--- config.mk ---
export PLATFORM = sky130hd
export DESIGN_NAME = psum_accum
export DESIGN_NICKNAME = d
export VERILOG_FILES = /design/src/rtl/fusion_pkg.sv /design/src/rtl/psum_unpack.sv /design/src/rtl/psum_accum.sv
export SDC_FILE = /design/constraint.sdc
export NUM_CORES = 1
export LEC_CHECK = 0
export BUFFER_PORTS_ARGS = -buffer_cell sky130_fd_sc_hd__buf_4
export CORE_ASPECT_RATIO = 1.75
export CORE_UTILIZATION = 35
export CTS_BUF_LIST = sky130_fd_sc_hd__clkbuf_4
export CTS_CLUSTER_SIZE = 20
export DETAILED_ROUTE_END_ITERATION = 8
export SETUP_SLACK_MARGIN = 0.05
export SLEW_MARGIN = 25
export SYNTH_ARGS = -nofsm -noshare
export SYNTH_HDL_FRONTEND = slang
export SYNTH_SLANG_ARGS = --single-unit
--- constraint.sdc ---
create_clock -name clk -period 4.7 [get_ports clk]
set_input_delay 1.41 -clock clk [delete_from_list [all_inputs] [get_ports clk]]
set_output_delay 1.41 -clock clk [all_outputs]
set_load 0.02 [all_outputs]
--- src/rtl/fusion_pkg.sv ---
// Shared constants and types for the fusion-unit psum path.
// The accumulator FSM state encoding and the packing-mode decode live here.
package fusion_pkg;

  localparam int PSUM_W        = 18;
  localparam int LANE_W        = 9;
  localparam int ACC_W_DEFAULT = 24;

  typedef enum logic [1:0] {
    ST_IDLE  = 2'd0,
    ST_ACCUM = 2'd1,
    ST_HOLD  = 2'd2
  } state_t;

  // Any weight width with a non-zero low pair packs two 9-bit lanes per word.
  function automatic logic is_split(input logic [2:0] ww);
    case (ww)
      3'b000, 3'b100: is_split = 1'b0;
      default:        is_split = 1'b1;
    endcase
  endfunction

endpackage

--- src/rtl/psum_unpack.sv ---
// Combinational unpack of one psum word into two lane addends,
// sign- or zero-extended to the accumulator width.
module psum_unpack
  import fusion_pkg::*;
#(
  parameter int ACC_W = ACC_W_DEFAULT
) (
  input  logic [PSUM_W-1:0]       i_psum,
  input  logic                    i_split,
  input  logic                    i_sgn,
  output logic signed [ACC_W-1:0] o_lane0,
  output logic signed [ACC_W-1:0] o_lane1
);

  logic [LANE_W-1:0] w_lo;
  logic [LANE_W-1:0] w_hi;
  logic              w_lo_msb;
  logic              w_hi_msb;
  logic              w_full_msb;

  assign w_lo       = i_psum[LANE_W-1:0];
  assign w_hi       = i_psum[PSUM_W-1:LANE_W];
  assign w_lo_msb   = i_sgn & w_lo[LANE_W-1];
  assign w_hi_msb   = i_sgn & w_hi[LANE_W-1];
  assign w_full_msb = i_sgn & i_psum[PSUM_W-1];

  always_comb begin
    o_lane0 = '0;
    o_lane1 = '0;
    if (i_split) begin
      o_lane0 = {{(ACC_W-LANE_W){w_lo_msb}}, w_lo};
      o_lane1 = {{(ACC_W-LANE_W){w_hi_msb}}, w_hi};
    end else begin
      o_lane0 = {{(ACC_W-PSUM_W){w_full_msb}}, i_psum};
    end
  end

endmodule

--- src/rtl/psum_accum.sv ---
// Two-lane psum accumulator: collects acc_len psums per run, then holds
// the sums with a valid/ready handshake until the consumer takes them.
module psum_accum
  import fusion_pkg::*;
#(
  parameter int ACC_W = ACC_W_DEFAULT,
  parameter int LEN_W = 8
) (
  input  logic              clk,
  input  logic              rst,
  input  logic              start,
  input  logic [LEN_W-1:0]  acc_len,
  input  logic [2:0]        weight_width,
  input  logic              signed_mode,
  input  logic [PSUM_W-1:0] psum_in,
  input  logic              psum_valid,
  output logic [ACC_W-1:0]  acc0,
  output logic [ACC_W-1:0]  acc1,
  output logic              out_valid,
  input  logic              out_ready,
  output logic              busy,
  output logic              drop_err
);

  state_t                  r_state;
  logic signed [ACC_W-1:0] r_acc0;
  logic signed [ACC_W-1:0] r_acc1;
  logic [LEN_W-1:0]        r_cnt;
  logic [LEN_W-1:0]        r_len;
  logic                    r_split;
  logic                    r_sgn;
  logic                    r_out_valid;
  logic                    r_busy;
  logic                    r_drop;

  logic signed [ACC_W-1:0] w_lane0;
  logic signed [ACC_W-1:0] w_lane1;
  logic [LEN_W-1:0]        w_cnt_nxt;

  assign w_cnt_nxt = r_cnt + LEN_W'(1);

  psum_unpack #(.ACC_W(ACC_W)) u_unpack (
    .i_psum  (psum_in),
    .i_split (r_split),
    .i_sgn   (r_sgn),
    .o_lane0 (w_lane0),
    .o_lane1 (w_lane1)
  );

  always_ff @(posedge clk) begin
    if (rst) begin
      r_state     <= ST_IDLE;
      r_acc0      <= '0;
      r_acc1      <= '0;
      r_cnt       <= '0;
      r_len       <= '0;
      r_split     <= 1'b0;
      r_sgn       <= 1'b0;
      r_out_valid <= 1'b0;
      r_busy      <= 1'b0;
      r_drop      <= 1'b0;
    end else begin
      case (r_state)
        ST_IDLE: begin
          if (start) begin
            r_len   <= acc_len;
            r_split <= is_split(weight_width);
            r_sgn   <= signed_mode;
            r_acc0  <= '0;
            r_acc1  <= '0;
            r_cnt   <= '0;
            r_drop  <= 1'b0;
            if (acc_len == '0) begin
              r_state     <= ST_HOLD;
              r_out_valid <= 1'b1;
            end else begin
              r_state <= ST_ACCUM;
              r_busy  <= 1'b1;
            end
          end
          // A stray psum is still an error even when it coincides with start.
          if (psum_valid) r_drop <= 1'b1;
        end
        ST_ACCUM: begin
          if (psum_valid) begin
            r_acc0 <= r_acc0 + w_lane0;
            r_acc1 <= r_acc1 + w_lane1;
            r_cnt  <= w_cnt_nxt;
            if (w_cnt_nxt == r_len) begin
              r_state     <= ST_HOLD;
              r_busy      <= 1'b0;
              r_out_valid <= 1'b1;
            end
          end
        end
        ST_HOLD: begin
          if (psum_valid) r_drop <= 1'b1;
          if (out_ready) begin
            r_state     <= ST_IDLE;
            r_out_valid <= 1'b0;
          end
        end
        default: begin
          r_state     <= ST_IDLE;
          r_busy      <= 1'b0;
          r_out_valid <= 1'b0;
        end
      endcase
    end
  end

  assign acc0      = r_acc0;
  assign acc1      = r_acc1;
  assign out_valid = r_out_valid;
  assign busy      = r_busy;
  assign drop_err  = r_drop;

endmodule

==> impl_metrics.tcl, run 1 <==
set metrics [dict create \
    rows 57 \
    min-delay-start "r_len[5]" \
    ys_warn_count 0 \
    root_buffer "clkbuf_4" \
    hold_viol_final 0 \
    nets 803 \
    overflow 0 \
    cts-buffers-inserted 9 \
    dr_total_vias 4986 \
    whs_ns 0.474 \
    cp_data_required_time_ns 5.01 \
    clock-sinks 71 \
    irDropWorstVdd_mv 0.118 \
    antenna_found_initial 1 \
    io_buffers 84 \
    setup_viol 0 \
    grt_max_degree 47 \
    ctsLongestPathBuffers 2 \
    final_layout_size_suffix_gt1_share_pct 15.8 \
    finalSetupTns_ns 0 \
    rsz0062_at_grt "false" \
    crit_path_end_kind "register" \
    synth.most_common_cell "nor2_1" \
    grt_pass1_vias 4823 \
    post_cts_buffers 0 \
    die_h_microns 159 \
    cts_tree "done" \
    cp-startpoint "psum_in[0]" \
    drc 2 \
    synth_nets 729 \
    drtIter0Drc 264 \
    max_freq_ghz 0.254 \
    initial_core_util_pct 35.7 \
    core_area_sq_um 13800 \
    critical_path_arrival_ns 4.26 \
    wl_per_cell_microns 15.2 \
    status "finished, violations left" \
    cts_resized 0 \
    hp-class "register to register" \
    synthTopCellsByCount "92 x nor2_1, 71 x dfxtp_1, 70 x nand2_1" \
    layout_min_cycle_time_ns 3.94 \
    crit_type "primary input to register" \
    clock_skew_ns 0.0148 \
    grt_pass1_wl_mm 22.7 \
    maxCapViolCount 0 \
    r2r-start "r_split" \
    start_kind "primary input" \
    clkTransAtPathRegs_ns 0.12 \
    hpwl_mm 10.6 \
    yosys.area.top_type "dfxtp_1" \
    wl_mm 13.8 \
    violations "DRC" \
    io_pins 86 \
    syn_area_per_cell_sq_um 7.57 \
    synth-edff-count 0 \
    synth-seq-cells 71 \
    ant_nets 0 \
    ys_types 58 \
    max_slew_margin_pct 43.5 \
    syn-instance-count 653 \
    yosysSeqAreaShare_pct 28.8 \
    slew_viol_final 0 \
    die_w_microns 91.8 \
    syn_to_final_growth_pct 18.6 \
    place.gp.congestion 0.864 \
    ctsHoldBuffers 0 \
    period_share_pct 83.9 \
    synth_top_area_share_pct 28.8 \
    firstDrtPassIters 6 \
    async_reset_ff_share_pct 0 \
    track_usage_pct 19.2 \
    netlist_area_sq_um 4940 \
    vias_per_cell 5.48 \
    clock_latency_ns 0.44 \
    p_per_area_nw_per_um2 243 \
    worst_slew_pin_slew_ns 0.844 \
    die_area_sq_um 14600 \
    h-tree-depth 3 \
    critPathMaxFanout 4 \
    synthTopCellsByArea "dfxtp_1 29%, ha_1 9.9%, nor2_1 7.0%" \
    fin_util_pct 42.4 \
    synth_flop_cell "dfxtp_1" \
    p_leak_uw 0.00261 \
]
-- critical path, stage by stage --
cell	delay, ns
buf_4	0.11
ha_1	0.21
fa_1	0.52
a21oi_1	0.28
o221ai_1	0.22
a41oi_1	0.35
o21ai_0	0.28
a21bo_2	0.29
a221oi_1	0.32
xor2_1	0.16
o21ai_0	0.09
-- cell families after synthesis --
family,count (synthesis),synth area share [%]
xor+xnor,39,6.91
mux,3,0.633
compound gates,201,26.0
buf+inv,41,3.11
flops,71,28.8
fa+ha+maj,41,10.7
simple gates,257,23.9
-- placed cells by master (no fill, tap or decap), drive strengths merged, types with 11 or more instances in the layout --
cell type  synthesis  routed
buf                0      93
nor2              92      92
dfxtp             71      71
nand2             70      70
a21oi             54      54
o21ai             51      51
ha                39      39
xnor2             21      21
nand3             19      19
a21o              19      19
xor2              18      18
nor3              17      17
a22oi             16      16
and2              14      14
or3               12      12
a31oi             12      12
inv               11      11
-- through the flow --
stage	setup slack [ns]	total power, uW	area (sq um)	std cells
after CTS	0.805	1440	5860	909
after detailed placement	0.342	1100	5750	893
after global routing	0.595	1510	5860	910
final	0.758	1420	5860	910
after floorplan	0.754	961	4940	653
after global placement	0.382	1090	5750	893
-- routing by layer --
layer  share of wire (%)  global-route usage, %  up-vias
met5                   0                      0        -
met4                 3.0                   9.23        0
met3                 3.5                   3.20       24
met2                  54                   36.2      124
met1                  39                   20.1     2328
li1                    -                      -     2510
-- flip-flops by register name, indices dropped and copies added, names as in the netlist, 2 cells and up --
signal   cells
r_len        8
r_state      2
r_cnt        8
acc1        24
acc0        24
-- area by class of cell --
type                    instances  area (sq um)
fillers                      1492          7980
multi-input cells             541          3370
flip-flops and latches         71          1420
repair buffers                 93           698
well taps                     177           221
clock buffers                   9          67.6
inverters                      11          41.3
clock inverters                 7          40.0
diodes                          1          2.50
-- report_power, final --
| part | leakage, uW | internal [uW] | switching (uW) |
|---|---|---|---|
| Sequential | 0.000576 | 630 | 32.3 |
| Clock | 0.0000528 | 103 | 238 |
| Combinational | 0.00198 | 174 | 245 |
| Total | 0.00261 | 907 | 516 |
-- final timing paths --
check                  end  slack (ns)  depth (start not counted)
setup / recovery  acc0[22]        0.76                         11
hold / removal    r_len[5]        0.47                          2
setup reg to reg  acc0[23]        1.42                         10
hold reg to reg   r_len[5]        0.47                          2
(Power assumes the default switching activity.)
==> inputs of run 2 (changes only) <==
==> constraint.sdc (replaced) <==
create_clock -name clk -period 4.1 [get_ports clk]
set_input_delay 1.23 -clock clk [delete_from_list [all_inputs] [get_ports clk]]
set_output_delay 1.23 -clock clk [all_outputs]
set_load 0.02 [all_outputs]
==> impl_metrics.tcl, run 2 (synthesized netlist as in run 1, its figures left out) <==
set metrics [dict create \
    cp_data_required_time_ns 4.47 \
    die_h_microns 159 \
    pwr-share-clk_pct 23.7 \
    die_area_sq_um 14600 \
    setup_viol 0 \
    cts_tree "done" \
    nFillCells 1450 \
    crit_chain "buf_4 > and2_1 > ha_1 > fa_1 > a21o_1 > a21o_1 > a2111oi_2 > o31ai_2 > nor4_1 > a41oi_1 > or3_1 > o21ai_0" \
    ant_nets 0 \
    start_kind "primary input" \
    antenna_found_initial 1 \
    reg2regPathDepth 11 \
    drc 2 \
    io_buffers 84 \
    max_freq_ghz 0.272 \
    critical-path-max-stage-delay_ns 0.46 \
    root_buffer "clkbuf_4" \
    syn_to_final_growth_pct 20.5 \
    nets 817 \
    grt_pass1_wl_mm 22.9 \
    firstDrtPassIters 7 \
    vias_per_cell 5.45 \
    grt_max_degree 47 \
    clock_latency_ns 0.43 \
    clock_skew_ns 0.0203 \
    crit_cells 12 \
    max_slew_margin_pct 41.8 \
    rsz0062_at_grt "false" \
    crit_buf_inv 1 \
    crit_type "primary input to register" \
    power_frac_seq_pct 46.1 \
    io_pins 86 \
    ctsLongestPathBuffers 2 \
    final_layout_size_suffix_gt1_share_pct 17.5 \
    hold_viol_final 0 \
    status "finished, violations left" \
    irDropWorstVdd_mv 0.176 \
    p_comb_share_pct 30.2 \
    critical_path_arrival_ns 4.04 \
    clock-sinks 71 \
    violations "DRC" \
    ctsHoldBuffers 0 \
    grt_pass1_vias 4851 \
    hpwl_mm 10.7 \
    crit_path_end_kind "register" \
    p_int_uw 1070 \
    swShare_pct 34.8 \
    place.gp.congestion 0.903 \
    mostFrequentLayoutCells "107 x buf_4, 92 x nor2_1, 71 x dfxtp_1" \
    p_leak_uw 0.00269 \
    worst_slew_pin_slew_ns 0.870 \
    wl_mm 13.9 \
    die_w_microns 91.8 \
    cpMostUsedCell "a21o_1" \
    period_share_pct 89.6 \
    post_cts_buffers 0 \
    whs_ns 0.476 \
    cts-buffers-inserted 9 \
    h-tree-depth 3 \
    wl_per_cell_microns 15.1 \
    track_usage_pct 19.5 \
    slew_viol_final 0 \
    power_uw 1640 \
    whs_path_depth 2 \
    layout_commonest_cell "buf_4" \
    rows 57 \
    dr_total_vias 5029 \
    initial_core_util_pct 35.7 \
    core_area_sq_um 13800 \
    maxCapViolCount 0 \
    switchingPower_uw 572 \
    critPathTopFamily "compound AO/OA/AOI/OAI gates" \
    layout_min_cycle_time_ns 3.67 \
    overflow 0 \
    hp-class "register to register" \
    cts_resized 0 \
    cp_slowest_cell "a2111oi_2" \
    clkTransAtPathRegs_ns 0.13 \
    p_per_area_nw_per_um2 276 \
    drtIter0Drc 210 \
    critPathMaxFanout 10 \
]
[run 2: through the flow]
stage,utilization (%),instances,setup WS (ns),setup TNS (ns),cell area [sq um]
floorplan,-,653,0.334,0,4940
global placement,42.3,907,0.0545,0,5860
detailed placement,42.3,907,-0.00329,-0.00329,5860
CTS,43.0,921,0.457,0,5960
global route,43.1,922,0.263,0,5960
finish,43.1,922,0.425,0,5960
[run 2: worst paths after layout]
path,start,endpoint,slack (ns)
min,r_len[0],r_len[0],0.48
min reg2reg,r_len[0],r_len[0],0.48
max,psum_in[9],acc1[20],0.43
max reg2reg,r_split,acc1[15],0.96
[run 2: per-layer routing]
| layer | GRT usage [%] | share of wire [%] | wire length [microns] | vias up |
|---|---|---|---|---|
| li1 | - | - | - | 2532 |
| met1 | 21.3 | 40 | 5530 | 2341 |
| met2 | 35.6 | 53 | 7430 | 131 |
| met3 | 2.91 | 3.4 | 468 | 25 |
| met4 | 9.94 | 3.3 | 465 | 0 |
| met5 | 0 | 0 | 0 | - |
[run 2: layout make-up]
cell class / count / area [sq um] / share of cell area (%)
Sequential cell: 71 / 1420 / 23.9
Clock inverter: 2 / 10.0 / 0.168
Tap cell: 177 / 221 / 3.72
Timing Repair Buffer: 107 / 803 / 13.5
Clock buffer: 12 / 90.1 / 1.51
Antenna cell: 1 / 2.50 / 0.0420
Inverter: 11 / 41.3 / 0.693
Multi-Input combinational cell: 541 / 3370 / 56.5
[run 2: power groups by stage]
stage	Sequential, uW	Combinational, uW	Clock (uW)
2_1_floorplan	786	316	0
3_3_place_gp	773	488	0
3_5_place_dp	775	498	0
4_1_cts	759	500	409
5_1_grt	765	552	443
6_report	758	496	389
[run 2: worst min-delay path: cells and delay by family, from the launching register on]
kind	cells	cell delay, ns
compound gates	1	0.05
flops	1	0.33
simple gates	1	0.05
==> inputs of run 3 (changes only) <==
--- a/config.mk
+++ b/config.mk
@@ -8,11 +8,12 @@
 export BUFFER_PORTS_ARGS = -buffer_cell sky130_fd_sc_hd__buf_4
 export CORE_ASPECT_RATIO = 1.75
 export CORE_UTILIZATION = 35
-export CTS_BUF_LIST = sky130_fd_sc_hd__clkbuf_4
+export CTS_BUF_LIST = sky130_fd_sc_hd__clkbuf_8
 export CTS_CLUSTER_SIZE = 20
 export DETAILED_ROUTE_END_ITERATION = 8
 export SETUP_SLACK_MARGIN = 0.05
 export SLEW_MARGIN = 25
 export SYNTH_ARGS = -nofsm -noshare
 export SYNTH_HDL_FRONTEND = slang
+export SYNTH_HIERARCHICAL = 1
 export SYNTH_SLANG_ARGS = --single-unit
==> impl_metrics.tcl, run 3 <==
set metrics [dict create \
    initial_core_util_pct 36.0 \
    grtUsageMet2_pct 31.1 \
    nets 784 \
    rsz0062_at_grt "false" \
    grt_max_degree 46 \
    p_leak_uw 0.00279 \
    synthTopCellsByCount "71 x dfxtp_1, 60 x a21oi_1, 57 x nand2_1" \
    die_area_sq_um 15800 \
    start_kind "primary input" \
    cts-buffers-inserted 9 \
    power_uw 1710 \
    io_pins 86 \
    cts_tree "done" \
    grtUsageMet1_pct 18.6 \
    clock-sinks 71 \
    io_buffers 84 \
    core_area_sq_um 14900 \
    cts_resized 0 \
    crit_type "primary input to register" \
    irDropWorstVdd_mv 0.203 \
    ys_warn_count 6 \
    yosysSeqAreaShare_pct 26.5 \
    ctsHoldBuffers 0 \
    busiest_layer "met2" \
    wl_mm 13.1 \
    netlist_area_sq_um 5360 \
    synth_flop_cell "dfxtp_1" \
    status "finished clean" \
    die_h_microns 166 \
    nFillCells 1587 \
    slew_viol_final 0 \
    root_buffer "clkbuf_8" \
    layout_min_cycle_time_ns 3.55 \
    async_reset_ff_share_pct 0 \
    ant_nets 0 \
    critical_path_arrival_ns 3.81 \
    synth_nets 739 \
    synth_top_area_share_pct 26.5 \
    wl_per_cell_microns 14.8 \
    ys_types 68 \
    synthTopCellsByArea "dfxtp_1 26%, ha_1 11%, xnor2_1 5.7%" \
    antenna_cells 0 \
    dr_total_vias 4777 \
    period_share_pct 86.6 \
    firstDrtPassIters 4 \
    final_layout_size_suffix_gt1_share_pct 18.6 \
    synth-seq-cells 71 \
    max_freq_ghz 0.282 \
    fin_cells 888 \
    syn_area_per_cell_sq_um 8.19 \
    post_cts_buffers 0 \
    layout_commonest_cell "buf_4" \
    vias_per_cell 5.38 \
    syn-instance-count 655 \
    place.gp.congestion 0.851 \
    hpwl_mm 10.0 \
    hp-class "register to register" \
    clkTransAtPathRegs_ns 0.09 \
    met3_usage_pct 3.30 \
    track_usage_pct 17.0 \
    mostFrequentLayoutCells "90 x buf_4, 71 x dfxtp_1, 60 x a21oi_1" \
    max_slew_margin_pct 53.1 \
    dp.cells 872 \
    yosys.area.top_type "dfxtp_1" \
    drtIter0Drc 118 \
    h-tree-depth 3 \
    clock_skew_ns 0.00793 \
    antenna_found_initial 0 \
    drc 0 \
    synth.most_common_cell "dfxtp_1" \
    fin_util_pct 41.0 \
    clock_latency_ns 0.37 \
    ctsLongestPathBuffers 2 \
    maxCapViolCount 0 \
    synth-edff-count 0 \
    finalSetupTns_ns 0 \
    cp_data_required_time_ns 4.36 \
    syn_to_final_growth_pct 14.1 \
    p_per_area_nw_per_um2 280 \
    rows 59 \
    hold_viol_final 0 \
    worst_slew_pin_slew_ns 0.701 \
    setup_viol 0 \
    grt_pass1_wl_mm 21.6 \
    overflow 0 \
    crit_path_end_kind "register" \
    critPathMaxFanout 9 \
    grt_pass1_vias 4743 \
    die_w_microns 95.6 \
]
## run 3: per-stage QoR
| stage | cell area (sq um) | hold WS [ns] | setup slack [ns] |
|---|---|---|---|
| floorplan | 5360 | 0.448 | 0.445 |
| global route | 6120 | 0.504 | 0.407 |
| detailed placement | 5910 | 0.468 | 0.142 |
| CTS | 6120 | 0.481 | 0.530 |
| finish | 6120 | 0.480 | 0.549 |
| global placement | 5910 | 0.459 | 0.210 |
## run 3: area by class of cell
cell class / count / area (sq um) / share of cell area, %
multi-input cells: 508 / 3510 / 57.4
clock buffers: 9 / 124 / 2.02
repair buffers: 90 / 676 / 11.0
flip-flops and latches: 71 / 1420 / 23.2
clock inverters: 7 / 81.3 / 1.33
inverters: 20 / 75.1 / 1.23
well taps: 183 / 229 / 3.74
## run 3: layer usage
metal | routed length, microns | vias up
met3 | 641 | 14
met2 | 6910 | 95
met1 | 5350 | 2236
li1 | - | 2432
met4 | 235 | 0
met5 | 0 | -
## run 3: worst max-delay path, stage by stage
cell	delay, ns
buf_4	0.13
nand3_4	0.10
o21ai_0	0.12
ha_1	0.40
a21oi_4	0.18
o21ai_2	0.09
a22o_1	0.21
a311oi_4	0.36
o21ai_2	0.13
a311oi_4	0.40
o21ai_2	0.11
xor2_1	0.14
a22o_1	0.19
## run 3: logic make-up after synthesis
family | synth area share (%)
AO/OA/AOI/OAI | 28.2
buffers and inverters | 8.09
AND/OR/NAND/NOR | 17.6
multiplexers | 0.187
flip-flops | 26.5
XOR/XNOR | 7.67
adder cells (fa/ha/maj) | 11.7
## run 3: path summary, 6_finish.rpt
| path | startpoint | end | slack, ns | cells past startpoint |
|---|---|---|---|---|
| worst max register to register | r_split | acc0[22] | 0.79 | 12 |
| worst min register to register | r_len[4] | r_len[4] | 0.48 | 2 |
| worst min-delay path | r_len[4] | r_len[4] | 0.48 | 2 |
| worst max-delay path | psum_in[8] | acc0[22] | 0.55 | 13 |
## run 3: power breakdown
group	total [uW]	internal (uW)	switching (uW)	leakage, uW
Combinational	365	151	214	0.00211
Sequential	745	715	30.1	0.000576
Clock	602	288	314	0.000100
